**src/rtl/upe_negate_seq_if.sv**
```systemverilog
// rtl/upe_negate_seq_if.sv - operand/result handshake bundle for upe_negate_seq
interface upe_negate_seq_if #(
  parameter int WIDTH = 64
);
  logic             in_valid;
  logic             in_ready;
  logic             in_op;
  logic [WIDTH-1:0] in_data;
  logic             out_valid;
  logic             out_ready;
  logic [WIDTH-1:0] out_data;
  logic             busy;

  modport master (
    output in_valid, in_op, in_data, out_ready,
    input  in_ready, out_valid, out_data, busy
  );

  modport slave (
    input  in_valid, in_op, in_data, out_ready,
    output in_ready, out_valid, out_data, busy
  );
endinterface

```
**src/rtl/upe_negate_seq.sv**
```systemverilog
// rtl/upe_negate_seq.sv - lane-serial negate/abs sequencer; UPE_NEGSEQ_OVF_EN adds the ovf output
module upe_negate_seq #(
  parameter int WIDTH = 64,
  parameter int LANE  = 16
) (
  input  logic               clk,
  input  logic               rst_n,
`ifdef UPE_NEGSEQ_OVF_EN
  upe_negate_seq_if.slave    bus,
  output logic               ovf
`else
  upe_negate_seq_if.slave    bus
`endif
);
  localparam int N  = WIDTH / LANE;
  localparam int CW = (N > 1) ? $clog2(N) : 1;
  localparam logic [CW-1:0] LAST = CW'(N - 1);

  typedef enum logic [1:0] {S_IDLE, S_RUN, S_DONE} state_t;

  state_t           r_state;
  logic [WIDTH-1:0] r_opnd;
  logic [WIDTH-1:0] r_res;
  logic [WIDTH-1:0] r_out_data;
  logic             r_inv;
  logic             r_carry;
  logic [CW-1:0]    r_cnt;
  logic             r_out_valid;
  logic             r_busy;

  logic [LANE-1:0]       w_lane;
  logic [LANE:0]         w_sum;
  logic [WIDTH+LANE-1:0] w_cat;
  logic [WIDTH-1:0]      w_res_next;
  logic                  w_inv;

  assign w_inv      = ~bus.in_op | bus.in_data[WIDTH-1];
  assign w_lane     = r_opnd[LANE-1:0];
  assign w_sum      = {1'b0, (r_inv ? ~w_lane : w_lane)} + {{LANE{1'b0}}, r_carry};
  // Each new lane enters at the MSB end, so after N lanes lane 0 sits at the bottom.
  assign w_cat      = {w_sum[LANE-1:0], r_res} >> LANE;
  assign w_res_next = w_cat[WIDTH-1:0];

`ifdef UPE_NEGSEQ_OVF_EN
  logic r_ovf_pend;
  logic r_ovf;
  assign ovf = r_ovf;
`endif

  always_ff @(posedge clk or negedge rst_n) begin
    if (!rst_n) begin
      r_state     <= S_IDLE;
      r_opnd      <= '0;
      r_res       <= '0;
      r_out_data  <= '0;
      r_inv       <= 1'b0;
      r_carry     <= 1'b0;
      r_cnt       <= '0;
      r_out_valid <= 1'b0;
      r_busy      <= 1'b0;
`ifdef UPE_NEGSEQ_OVF_EN
      r_ovf_pend  <= 1'b0;
      r_ovf       <= 1'b0;
`endif
    end else begin
      case (r_state)
        S_IDLE: begin
          if (bus.in_valid) begin
            r_opnd  <= bus.in_data;
            r_inv   <= w_inv;
            r_carry <= w_inv;
            r_cnt   <= '0;
            r_busy  <= 1'b1;
            r_state <= S_RUN;
`ifdef UPE_NEGSEQ_OVF_EN
            r_ovf      <= 1'b0;
            r_ovf_pend <= w_inv && (bus.in_data == {1'b1, {(WIDTH-1){1'b0}}});
`endif
          end
        end
        S_RUN: begin
          r_opnd  <= r_opnd >> LANE;
          r_res   <= w_res_next;
          r_carry <= w_sum[LANE];
          r_cnt   <= r_cnt + CW'(1);
          if (r_cnt == LAST) begin
            r_out_data  <= w_res_next;
            r_out_valid <= 1'b1;
            r_state     <= S_DONE;
`ifdef UPE_NEGSEQ_OVF_EN
            r_ovf       <= r_ovf_pend;
`endif
          end
        end
        S_DONE: begin
          if (bus.out_ready) begin
            r_out_valid <= 1'b0;
            r_busy      <= 1'b0;
            r_state     <= S_IDLE;
          end
        end
        default: r_state <= S_IDLE;
      endcase
    end
  end

  assign bus.in_ready  = (r_state == S_IDLE);
  assign bus.out_valid = r_out_valid;
  assign bus.out_data  = r_out_data;
  assign bus.busy      = r_busy;
endmodule

```
**src/flat_wrapper.sv**
```systemverilog
// flat-port wrapper written by rule: the top's interface ports become plain ports
module upe_negate_seq_flat 
#(
  parameter int WIDTH = 64,
  parameter int LANE  = 16
)
  (clk, rst_n, bus_in_valid, bus_in_op, bus_in_data, bus_out_ready, bus_in_ready, bus_out_valid, bus_out_data, bus_busy);
  upe_negate_seq_if #(.WIDTH(WIDTH)) bus_i ();
  input  logic clk;
  input  logic rst_n;
  input wire logic [$bits(bus_i.in_valid)-1:0] bus_in_valid;
  input wire logic [$bits(bus_i.in_op)-1:0] bus_in_op;
  input wire logic [$bits(bus_i.in_data)-1:0] bus_in_data;
  input wire logic [$bits(bus_i.out_ready)-1:0] bus_out_ready;
  output wire logic [$bits(bus_i.in_ready)-1:0] bus_in_ready;
  output wire logic [$bits(bus_i.out_valid)-1:0] bus_out_valid;
  output wire logic [$bits(bus_i.out_data)-1:0] bus_out_data;
  output wire logic [$bits(bus_i.busy)-1:0] bus_busy;
  assign bus_i.in_valid = bus_in_valid;
  assign bus_i.in_op = bus_in_op;
  assign bus_i.in_data = bus_in_data;
  assign bus_i.out_ready = bus_out_ready;
  assign bus_in_ready = bus_i.in_ready;
  assign bus_out_valid = bus_i.out_valid;
  assign bus_out_data = bus_i.out_data;
  assign bus_busy = bus_i.busy;
  upe_negate_seq #(.WIDTH(WIDTH), .LANE(LANE)) u_core (.clk(clk), .rst_n(rst_n), .bus(bus_i));
endmodule
```
**config.mk**
```make
export PLATFORM = sky130hd
export DESIGN_NAME = upe_negate_seq_flat
export DESIGN_NICKNAME = d
export VERILOG_FILES = /design/src/rtl/upe_negate_seq_if.sv /design/src/rtl/upe_negate_seq.sv /design/src/flat_wrapper.sv
export SDC_FILE = /design/constraint.sdc
export NUM_CORES = 1
export LEC_CHECK = 0
export ABC_AREA = 1
export CELL_PAD_IN_SITES_DETAIL_PLACEMENT = 1
export CELL_PAD_IN_SITES_GLOBAL_PLACEMENT = 2
export CORE_MARGIN = 3
export CORE_UTILIZATION = 29
export CTS_CLUSTER_DIAMETER = 80
export DETAILED_ROUTE_END_ITERATION = 6
export HOLD_SLACK_MARGIN = 0.06
export PLACE_DENSITY = 0.82
export SYNTH_ARGS = -nofsm -noshare
export SYNTH_HDL_FRONTEND = slang
export SYNTH_SLANG_ARGS = --single-unit
```
**constraint.sdc**
```tcl
create_clock -name clk -period 1.8 [get_ports clk]
set_clock_uncertainty 0.05 [all_clocks]
set_input_delay 0.36 -clock clk [delete_from_list [all_inputs] [get_ports clk]]
set_output_delay 0.36 -clock clk [all_outputs]
set_load 0.02 [all_outputs]
```
# Word-level counts from Yosys, hierarchy flattened

Index checks and enable logic that the tools add are counted.

Logic and storage cells: 46
Output and inout port bits: 67
Input port bits: 69
Bits in registers: 200

Mux-type cells: 16
$add $sub $neg: 2
Equality and inequality tests: 6
Bitwise operators: 3
Reduce and logical (&&, ||, !) cells: 10

Operators by type and width:

| kind                                                                    | count |
|---|---|
| 64-bit case mux with 2 select lines                                     | 1 |
| 64-bit 2-to-1 mux                                                       | 1 |
| 16-bit by 1-bit adder with 17-bit output                                | 1 |
| 16-bit 2-to-1 mux                                                       | 1 |
| 16-bit inverter                                                         | 1 |
| 3-bit AND reduction                                                     | 3 |
| 2-bit 2-to-1 mux                                                        | 4 |
| 1-bit case mux with 2 select lines                                      | 3 |
| 2-bit case mux with 3 select lines                                      | 1 |
| 2-bit AND reduction                                                     | 3 |
| 2-bit nonzero test                                                      | 3 |
| 2-bit equality test, second input constant                              | 2 |
| 1-bit 2-to-1 mux                                                        | 4 |
| 2-bit inequality test, second input constant                            | 2 |
| 2-bit case mux with 2 select lines                                      | 1 |
| 2-bit by 1-bit adder with 2-bit output, second input constant           | 1 |
| 2-bit by 1-bit equality test with 1-bit output, second input constant   | 1 |
| 2-bit zero test                                                         | 1 |
| 2-bit by 1-bit inequality test with 1-bit output, second input constant | 1 |
| 1-bit inverter                                                          | 1 |
| 1-bit bitwise OR                                                        | 1 |

# Logic depth before layout (Yosys ltp)

Gate-level depths: netlist (run 1).

Depth in word-level cells: 4
Mapped depth: 13
Gate-level depth less buffers: 11

# Worst setup path before layout (run 1)

Ideal clock, no wire load.

Kind: register to register
Start: reg u_core.r_inv
End: reg u_core.r_res[54]
Cell stages (with the launch flop): 10
Data arrival time: 1.735 ns
Clock period less this slack: 1.921 ns
Data required time: 1.614 ns
Slack: -0.121 ns
Cells stage by stage: dfrtp_1 buf_6 buf_4 xor2_1 ha_1 ha_1 nand3_1 nor2_1 xor2_1 o21ai_0

Word-level cells in the longest chain between the ends: 2

RTL lines:

| element                                  | RTL line             | text |
|---|---|---|
| start: declaration                       | upe_negate_seq.sv:25 | `logic r_inv;` |
| start signal: assignment                 | upe_negate_seq.sv:70 | `r_inv <= w_inv;` |
| 16-bit 2-to-1 mux                        | upe_negate_seq.sv:39 | `assign w_sum = {1'b0, (r_inv ? ~w_lane : w_lane)} + {{LANE{1'b0}}, r_carry};` |
| 16-bit by 1-bit adder with 17-bit output | upe_negate_seq.sv:39 |  |
| end signal: assignment                   | upe_negate_seq.sv:83 | `r_res <= w_res_next;` |
| end: declaration                         | upe_negate_seq.sv:23 | `logic [WIDTH-1:0] r_res;` |

Every way passes these cells.
A chain may end at the register's enable or synchronous reset.

# Final worst setup path (run 1)

Start: reg u_core.r_state[1]
End: out bus_in_ready

Word-level cells in the longest chain between the ends: 1

RTL lines:

| element                  | RTL line              | text |
|---|---|---|
| start: declaration       | upe_negate_seq.sv:21  | `state_t r_state;` |
| start signal: assignment | upe_negate_seq.sv:52  | `r_state <= S_IDLE;` |
| start signal: assignment | upe_negate_seq.sv:74  | `r_state <= S_RUN;` |
| start signal: assignment | upe_negate_seq.sv:89  | `r_state <= S_DONE;` |
| 2-bit zero test          | upe_negate_seq.sv:107 | `assign bus.in_ready = (r_state == S_IDLE);` |
| end: declaration         | flat_wrapper.sv:15    | `output wire logic [$bits(bus_i.in_ready)-1:0] bus_in_ready;` |

Every way passes these cells.

==> results of run 1 <==
## registers in the layout, indices dropped and copies added, names as in the netlist
register and count:
u_core.r_res 48, u_core.r_state 2, u_core.r_inv 1, u_core.r_carry 1
u_core.bus.busy 1, u_core.r_opnd 64, u_core.r_cnt 2, u_core.bus.out_valid 1
u_core.bus.out_data 64
## worst min-delay path by stage
| stage | depth (start not counted) | slack (ps) | start | to |
|---|---|---|---|---|
| after floorplan | 0 | 10 | rst_n | u_core.bus.busy |
| final | 2 | 340 | rst_n | u_core.bus.out_data[0] |
| after global routing | 2 | 360 | rst_n | u_core.bus.out_data[0] |
| after global placement | 1 | 260 | rst_n | u_core.bus.out_data[0] |
| after detailed placement | 1 | 260 | rst_n | u_core.bus.out_data[0] |
| after CTS | 2 | 350 | rst_n | u_core.bus.out_data[0] |
## routing by layer
layer | vias up | track usage (%)
met1 | 3131 | 22.0
met2 | 124 | 24.2
met3 | 13 | 2.95
met5 | - | 0
met4 | 2 | 3.75
li1 | 3184 | -
## Yosys cell counts, types with 4 or more instances
cell | instances | area [µm²]
buf_4 | 4 | 30.0
xor2_1 | 7 | 61.3
nand2_1 | 284 | 1070
a221oi_1 | 36 | 315
nor3_1 | 49 | 245
nand2_2 | 6 | 37.5
inv_1 | 101 | 379
nand3_1 | 23 | 115
buf_1 | 7 | 26.3
buf_2 | 14 | 70.1
clkbuf_1 | 19 | 71.3
nor2_2 | 4 | 25.0
dfrtp_1 | 184 | 4600
a221oi_2 | 10 | 150
nor2_4 | 4 | 45.0
buf_6 | 6 | 67.6
o21ai_0 | 91 | 455
nor2_1 | 14 | 52.6
## worst max-delay path, delay by kind of cell (launching register included)
family	cells	cell delay, ps
flip-flops	1	430
buffers and inverters	1	320
AND/OR/NAND/NOR	1	140
## cells in the final DEF, fill, tap and decap left out, types with 3 or more instances in the layout
cell type,count
buf_12,10
buf_6,4
nand4_1,3
nor2_1,4
xor2_2,4
o21ai_0,91
nand3_2,3
nor2_2,5
clkdlybuf4s50_1,67
nor2_4,13
a221oi_2,10
xor2_1,3
buf_4,37
nor3_1,49
dlygate4sd2_1,66
clkinvlp_4,3
nand2_1,259
inv_8,5
inv_1,99
nand2_2,29
nand3_1,19
dfrtp_1,184
inv_6,3
a221oi_1,36
clkbuf_16,17
inv_2,5
## area by class of cell
class,instances,area [µm²],share of cell area (%)
Timing Repair Buffer,187,1810,16.7
Clock inverter,14,153,1.41
Sequential cell,184,4600,42.5
Clock buffer,18,439,4.06
Tap cell,341,427,3.94
Multi-Input combinational cell,549,2980,27.5
Inverter,106,413,3.82
## per-stage QoR
step                      hold slack (ps)  util, %
after global placement                258     37.0
after CTS                             354     38.9
after detailed placement              257     37.0
after global routing                  364     40.0
final                                 344     40.0
after floorplan                      14.4        -
## power breakdown
group	total [µW]	switching (µW)	internal (µW)
Combinational	10500	6450	4020
Clock	3850	1840	2010
Sequential	7030	935	6090
Total	21400	9230	12100
## cell families after synthesis
group | count (synthesis) | share of synthesized area [%]
xor+xnor | 9 | 0.983
flops | 184 | 57.4
compound gates | 149 | 12.5
fa+ha+maj | 3 | 0.468
buf+inv | 157 | 8.46
simple gates | 388 | 20.1
## what timing repair did
item / in CTS / in global routing
setup buffers: 0 / 9
resized for setup: 68 / 63
setup endpoints to repair: 70 / 27
pin swaps: 0 / 28
hold endpoints to repair: 34 / 0
hold buffers: 1 / 0
==> results.py, run 1 <==
metrics = {
    "logic_synthesis": {
        "ys.flop_type": "dfrtp_1",
        "ys_types": 34,
        "ys_seq_elements": 184,
        "yosys_warnings": 0,
        "syn_area_per_cell_um2": 9.01,
        "synth_edf_count": 0,
        "ys_seq_area_share_pct": 57.4,
        "synth_async_sr_flop_share_pct": 100,
        "syn_nets": 962,
        "syn-cell-area_um2": 8020,
        "syn_inst": 890,
    },
    "die": {
        "core_um2": 27000,
        "initial_core_util_pct": 29.7,
        "design.die.area_um2": 29700,
        "pin_count": 136,
        "die_y_um": 172,
        "num_rows": 60,
        "die_w_um": 172,
    },
    "place": {
        "dp_slack_ps": -11.7,
        "dpl.hpwl_mm": 15.5,
        "dp.cells": 1357,
        "dpl-instance-area_um2": 10000,
        "port_buffers": 135,
        "place_congestion": 0.768,
    },
    "power": {
        "peakVddDrop_uv": 841,
        "power_density_nw_per_um2": 1970,
        "p_leak_uw": 0.00521,
        "totalPowerFinal_uw": 21400,
    },
    "sta": {
        "hold_viol": 0,
        "fin_crit_sh_pct": 95.9,
        "finalSetupViolCount": 0,
        "slew_viol_final": 0,
        "fin_tns_setup_ps": 0,
        "setup_slack_ps": 73.8,
        "rsz0062_at_grt": "yes",
        "relSlewSlack_pct": 63.9,
        "fin_crit_ps": 1730,
        "tightest_slew_ps": 542,
        "max_freq_ghz": 0.579,
    },
    "critical_path": {
        "worstPathRequired_ps": 1390,
        "r2r_cells": 9,
        "critPathMaxFanout": 3,
        "crit_type": "reg2out",
        "crit_end": "bus_in_ready",
        "critPathCaptureType": "output pin",
        "worst_path_max_delay_cell": "dfrtp_1",
        "timing.rr.start": "u_core.r_inv",
        "cp_slowest_stage_delay_ps": 430,
        "startpoint": "u_core.r_state[1]",
        "cp-start-kind": "register",
        "worstPathCellList": "nor2_2 > clkdlybuf4s15_1",
        "regToRegSetupSlack_ps": 100,
        "r2r_end": "u_core.bus.out_data[56]",
        "cp.arrival_ps": 1320,
    },
    "clock_tree": {
        "cts_htree_levels": 4,
        "cts_buffers": 17,
        "cts.sinks": 184,
        "clkTransAtPathRegs_ps": 70,
        "cts_root_buffer": "clkbuf_16",
        "clockBufferDepth": 2,
        "cts_tree": "built",
        "clock_latency_ps": 440,
    },
    "route": {
        "drt.antenna.violating_nets": 0,
        "wl_met2_mm": 10.2,
        "wl_met3_um": 753,
        "wl_per_cell_um": 15.8,
        "routed_wl_mm": 22.2,
        "drt-initial-drc-count": 355,
        "top_layer_used": "met5",
        "m1WireLength_mm": 11.1,
        "drc_errors": 0,
        "vias": 6454,
        "viasPerCell": 4.61,
        "drtPass1Iterations": 4,
    },
    "grt": {
        "grtUsageTotal_pct": 15.4,
        "grt_pass1_vias": 6677,
        "grt_max_degree": 59,
        "antenna_found_initial": 1,
        "grt_pass1_wl_mm": 36.0,
        "grt-ovfl-total": 0,
    },
    "run_status": {
        "status": "completed",
    },
    "run": {
        "cap_viol_max_count": 0,
    },
    "finish": {
        "drive_gt1_share_pct": 15.6,
        "n_antenna_cell": 0,
        "syn2layout_area_growth_pct": 35.0,
        "final_nets": 1117,
        "fillers": 3170,
        "stdcell_area_um2": 10800,
        "layout.cells.non_filler": 1399,
    },
    "min_path": {
        "hold_path.class": "in2async",
    },
}
Power figures use the tool's default switching activity.
==> run 2: changes to the inputs <==
Settings changed: CAP_MARGIN set to 20, SKIP_LAST_GASP set to 1.
==> results of run 2 <==
No change in the layout: final DEF, timing and power equal those of run 1.
